$ cat config.mk
export PLATFORM = sky130hd
export DESIGN_NAME = instr_encoder
export DESIGN_NICKNAME = d
export VERILOG_FILES = /design/src/rtl/instr_encoder.sv
export SDC_FILE = /design/constraint.sdc
export NUM_CORES = 1
export LEC_CHECK = 0
export BUFFER_PORTS_ARGS = -buffer_cell sky130_fd_sc_hd__clkbuf_2
export CORE_MARGIN = 4
export CORE_UTILIZATION = 45
export DETAILED_ROUTE_END_ITERATION = 6
export SETUP_SLACK_MARGIN = 0.05
export SYNTH_ARGS = -nofsm -noshare
export SYNTH_HDL_FRONTEND = slang
export SYNTH_SLANG_ARGS = --single-unit
$ cat constraint.sdc
create_clock -name clk -period 2.4 [get_ports clk]
set_input_delay 0.12 -clock clk [delete_from_list [all_inputs] [get_ports clk]]
set_output_delay 0.12 -clock clk [all_outputs]
set_load 0.005 [all_outputs]
$ cat src/rtl/instr_encoder.sv
// Streaming LEGv8 encoder: symbolic op in, 32-bit machine word plus byte address out via a 2-entry FIFO.
// Optional immediate range checking is compiled in with `define INSTR_ENCODER_RANGE_CHECK_EN.
module instr_encoder #(
  parameter int                ADDR_W    = 64,
  parameter logic [ADDR_W-1:0] BASE_ADDR = '0
) (
  input  logic              clk,
  input  logic              reset_n,
  input  logic              in_valid,
  output logic              in_ready,
  input  logic [3:0]        op,
  input  logic [4:0]        rd,
  input  logic [4:0]        rn,
  input  logic [4:0]        rm,
  input  logic [18:0]       imm,
  output logic              out_valid,
  input  logic              out_ready,
  output logic [31:0]       instr,
  output logic [ADDR_W-1:0] addr,
  output logic              err,
  input  logic              err_clr
);

  localparam logic [1:0] S_EMPTY = 2'd0;
  localparam logic [1:0] S_ONE   = 2'd1;
  localparam logic [1:0] S_FULL  = 2'd2;

  localparam logic [ADDR_W-1:0] ADDR_STEP = ADDR_W'(4);

  function automatic logic [31:0] encode(input logic [3:0] f_op, input logic [4:0] f_rd,
                                         input logic [4:0] f_rn, input logic [4:0] f_rm,
                                         input logic [18:0] f_imm);
    logic [31:0] w;
    w = 32'd0;
    case (f_op)
      4'd0: w = {11'b10001011000, f_rm, 6'b000000, f_rn, f_rd};
      4'd1: w = {11'b11001011000, f_rm, 6'b000000, f_rn, f_rd};
      4'd2: w = {11'b10001010000, f_rm, 6'b000000, f_rn, f_rd};
      4'd3: w = {11'b10101010000, f_rm, 6'b000000, f_rn, f_rd};
      4'd4: w = {10'b1001000100, f_imm[11:0], f_rn, f_rd};
      4'd5: w = {11'b11111000010, f_imm[8:0], 2'b00, f_rn, f_rd};
      4'd6: w = {11'b11111000000, f_imm[8:0], 2'b00, f_rn, f_rd};
      4'd7: w = {8'b10110100, f_imm, f_rd};
      4'd8: w = {8'b10110101, f_imm, f_rd};
      default: w = 32'd0;
    endcase
    return w;
  endfunction

`ifdef INSTR_ENCODER_RANGE_CHECK_EN
  // ADDI takes an unsigned 12-bit immediate; D-type offsets are signed 9-bit.
  function automatic logic range_ok(input logic [3:0] f_op, input logic [18:0] f_imm);
    logic ok;
    ok = 1'b1;
    case (f_op)
      4'd4:       ok = (f_imm[18:12] == 7'd0);
      4'd5, 4'd6: ok = (&f_imm[18:8]) | ~(|f_imm[18:8]);
      default:    ok = 1'b1;
    endcase
    return ok;
  endfunction
`endif

  logic [1:0]        r_state;
  logic [31:0]       r_head_instr;
  logic [ADDR_W-1:0] r_head_addr;
  logic [31:0]       r_tail_instr;
  logic [ADDR_W-1:0] r_tail_addr;
  logic [ADDR_W-1:0] r_addr;
  logic              r_err;

  logic        w_imm_ok;
  logic        w_ok;
  logic        w_accept;
  logic        w_enq;
  logic        w_drop;
  logic        w_pop;
  logic [31:0] w_word;

`ifdef INSTR_ENCODER_RANGE_CHECK_EN
  assign w_imm_ok = range_ok(op, imm);
`else
  assign w_imm_ok = 1'b1;
`endif

  assign w_ok     = (op <= 4'd8) & w_imm_ok;
  assign w_accept = in_valid & in_ready;
  assign w_enq    = w_accept & w_ok;
  assign w_drop   = w_accept & ~w_ok;
  assign w_pop    = out_valid & out_ready;
  assign w_word   = encode(op, rd, rn, rm, imm);

  assign in_ready  = (r_state != S_FULL);
  assign out_valid = (r_state != S_EMPTY);
  assign instr     = r_head_instr;
  assign addr      = r_head_addr;
  assign err       = r_err;

  // Head slot drives the outputs directly; tail only holds the second word under backpressure.
  always_ff @(posedge clk or negedge reset_n) begin
    if (!reset_n) begin
      r_state      <= S_EMPTY;
      r_head_instr <= 32'd0;
      r_head_addr  <= BASE_ADDR;
      r_tail_instr <= 32'd0;
      r_tail_addr  <= BASE_ADDR;
    end else begin
      case (r_state)
        S_EMPTY: begin
          if (w_enq) begin
            r_head_instr <= w_word;
            r_head_addr  <= r_addr;
            r_state      <= S_ONE;
          end
        end
        S_ONE: begin
          if (w_enq && w_pop) begin
            r_head_instr <= w_word;
            r_head_addr  <= r_addr;
          end else if (w_enq) begin
            r_tail_instr <= w_word;
            r_tail_addr  <= r_addr;
            r_state      <= S_FULL;
          end else if (w_pop) begin
            r_state <= S_EMPTY;
          end
        end
        S_FULL: begin
          if (w_pop) begin
            r_head_instr <= r_tail_instr;
            r_head_addr  <= r_tail_addr;
            r_state      <= S_ONE;
          end
        end
        default: r_state <= S_EMPTY;
      endcase
    end
  end

  always_ff @(posedge clk or negedge reset_n) begin
    if (!reset_n) begin
      r_addr <= BASE_ADDR;
      r_err  <= 1'b0;
    end else begin
      if (w_enq) r_addr <= r_addr + ADDR_STEP;
      if (w_drop) r_err <= 1'b1;
      else if (err_clr) r_err <= 1'b0;
    end
  end

endmodule

==> flow_summary_export.csv <==
group,metric,value,unit
routing,drt_pre_antenna_iters,6,
routing,vias_per_cell,5.20,
timing,finClkSkew,9.66,ps
cells_and_area,drive_gt1_frac,0.242,
yosys,synth_seq_area_share,0.556,
timing,max_freq,0.478,GHz
min_path,hp-class,"input port to flop",
cells_and_area,mostFrequentLayoutCells,"dfrtp_1 (253), nand2_1 (152), clkbuf_2 (138)",
routing,wl_met3,1330,µm
cells_and_area,fillCellCount,2139,
worst_setup_path,worstSetupStartpointType,"flop",
routing,final_antenna_net_count,0,
clock_tree,htree_levels,1,
place,dp_cells,1459,
routing,top_layer,"met4",
yosys,synthCells,1034,
power_and_ir_drop,ir_drop,521,µV
clock_tree,clockBufferDepth,3,
cells_and_area,fin_cells,1537,
min_path,holdPathStages,3,
timing,setup_tns,0,ps
job,max_cap_violations,0,
timing,finalHoldViolations,0,
grt,grt_pass1_wl,42100,µm
place,place_area,12500,µm²
floorplanning,num_io_pins,142,
grt,grt_antenna_before_repair,1,
power_and_ir_drop,p_per_area,782,nW/µm²
floorplanning,start_util,0.463,
yosys,synth-adder-area-share,0.00110,
routing,initialDrtViolationCount,607,
routing,drc_errors,0,
timing,fin_crit,2090,ps
routing,vias,7992,
clock_tree,path_clk_slew,60,ps
place,io_buffers,139,
floorplanning,die_area,27900,µm²
cells_and_area,final_common_cell,"dfrtp_1",
routing,met2_length,11100,µm
timing,setup_viol,0,
power_and_ir_drop,p_leak,6.74,nW
floorplanning,die_w,167,µm
yosys,synth_xor_area_frac,0.0477,
grt,grt_pass1_vias,7975,
place,dp_hpwl,16400,µm
yosys,synthFlopType,"dfrtp_1",
grt,grt_max_degree,69,
outcome,status,"finished clean",
worst_setup_path,end_kind,"flop",
grt,track_usage,0.178,
cells_and_area,final_nets,1240,
grt,gr-total-overflow,0,
yosys,synth_top_family_by_area,"simple AND/OR/NAND/NOR gates",
timing,fin_hold_ws,18.4,ps
timing,grt_setup_unrepaired,"no",
cells_and_area,post-route-util,0.558,
yosys,muxShareOfSynthArea,0.124,
clock_tree,cts_sinks,253,
floorplanning,die_h,167,µm
yosys,synth.ff_latch_count,253,
timing,finalCritPeriodShare,0.872,
worst_setup_path,reg2reg_depth,5,
yosys,ys_warn_count,0,
yosys,avgSynthCellArea,11.0,µm²
floorplanning,fp.coreArea,24600,µm²
routing,wl_met1,11900,µm
timing,drv_slew,0,
yosys,synth.distinct_cells,53,
clock_tree,clk_latency,520,ps
yosys,async_reset_ff_frac,1.00,
routing,detail_route.wl_per_cell,16.1,µm
timing,relSlewSlack,0.638,
cells_and_area,syn2layout_area_growth,20.5,%
yosys,synth_area,11400,µm²
clock_tree,cts_made_buffers,27,
worst_setup_path,worstPathArrival,2530,ps
clock_tree,tritoncts,"done",
yosys,synthSimpleGateAreaFrac,0.128,
yosys,synth_compound_area_frac,0.107,
routing,drt_wl_total,24700,µm
cells_and_area,fin_area,13700,µm²
yosys,synth_edf_count,0,
floorplanning,rows,57,
worst_setup_path,critPathKind,"flop to flop",
place,place.gp.congestion,0.818,
timing,worstMarginPinSlew,541,ps
clock_tree,cts_root_buf,"clkbuf_16",
worst_setup_path,crit_fanout,14,
worst_setup_path,crit_required,2830,ps
## layer usage
metal,global-route usage,vias to the layer above
met5,0,-
met4,0.0356,0
met3,0.0347,27
met2,0.276,189
met1,0.264,3867
li1,-,3909
## flip-flops by register name (all words and copies together), names as in the netlist
signal	cells
addr	62
err	1
instr	32
r_addr	62
r_state	2
r_tail_addr	62
r_tail_instr	32
## cell usage after synthesis (18+ instances only)
cell / count / area (µm²)
dfrtp_1: 253 / 6330
nand2_1: 153 / 574
o21ai_0: 122 / 611
nor2_1: 55 / 206
mux2i_1: 53 / 531
mux2_4: 48 / 721
xor2_1: 39 / 342
clkbuf_1: 38 / 143
a21oi_1: 25 / 125
xnor2_1: 23 / 201
inv_1: 21 / 78.8
nand3_1: 20 / 100
a21o_1: 18 / 135
## through the flow
stage | power [W] | setup slack [ps]
after floorplan | 0.00600 | 350
after global placement | 0.00663 | 274
after detailed placement | 0.00667 | 193
after CTS | 0.0109 | 161
after global routing | 0.0113 | 69.3
final | 0.0107 | 306
## cell type report
class	instances	area (µm²)	area share
Antenna cell	1	2.50	0.000182
Tap cell	324	405	0.0295
Clock inverter	10	128	0.00930
Multi-Input combinational cell	693	4680	0.341
Clock buffer	35	746	0.0543
Inverter	22	82.6	0.00602
Sequential cell	253	6330	0.461
Timing Repair Buffer	199	1350	0.0983
## path summary, 6_finish.rpt
path | start | to | slack, ps
setup / recovery | r_addr[4] | r_addr[29] | 310
hold reg to reg | r_tail_instr[31] | r_tail_instr[31] | 460
max in group asynchronous | reset_n | addr[44] | 1530
hold / removal | imm[5] | r_tail_instr[17] | 20
min in group asynchronous | reset_n | addr[11] | 120
setup reg to reg | r_addr[4] | r_addr[29] | 310
## where the power goes
part / internal [W] / leakage, nW / switching (W)
registers: 0.00480 / 3.38 / 0.000337
clock network: 0.00249 / 0.432 / 0.00163
logic: 0.000682 / 2.93 / 0.000797
## what timing repair did
action / CTS / global route
gates resized for setup: 0 / 1
hold buffers: 32 / 0
setup buffers: 0 / 0
hold endpoints to repair: 156 / 0
endpoints found under the setup margin: 0 / 4
## worst max-delay path: stages, from the launching register on
cell and delay, ps:
dfrtp_1 460, nand4_1 250, nor3_4 360, nand3_2 380
nor4_1 370, xor2_1 180
## cells by family after synthesis
group / Yosys count
AOI/OAI and AO/OA: 205
xor gates and xnor gates: 62
adders and majority gates: 1
buffers and inverters: 89
DFF: 253
muxes: 115
other: 1
and+or+nand+nor: 308
Note: power is estimated with default switching activity, not from simulation.
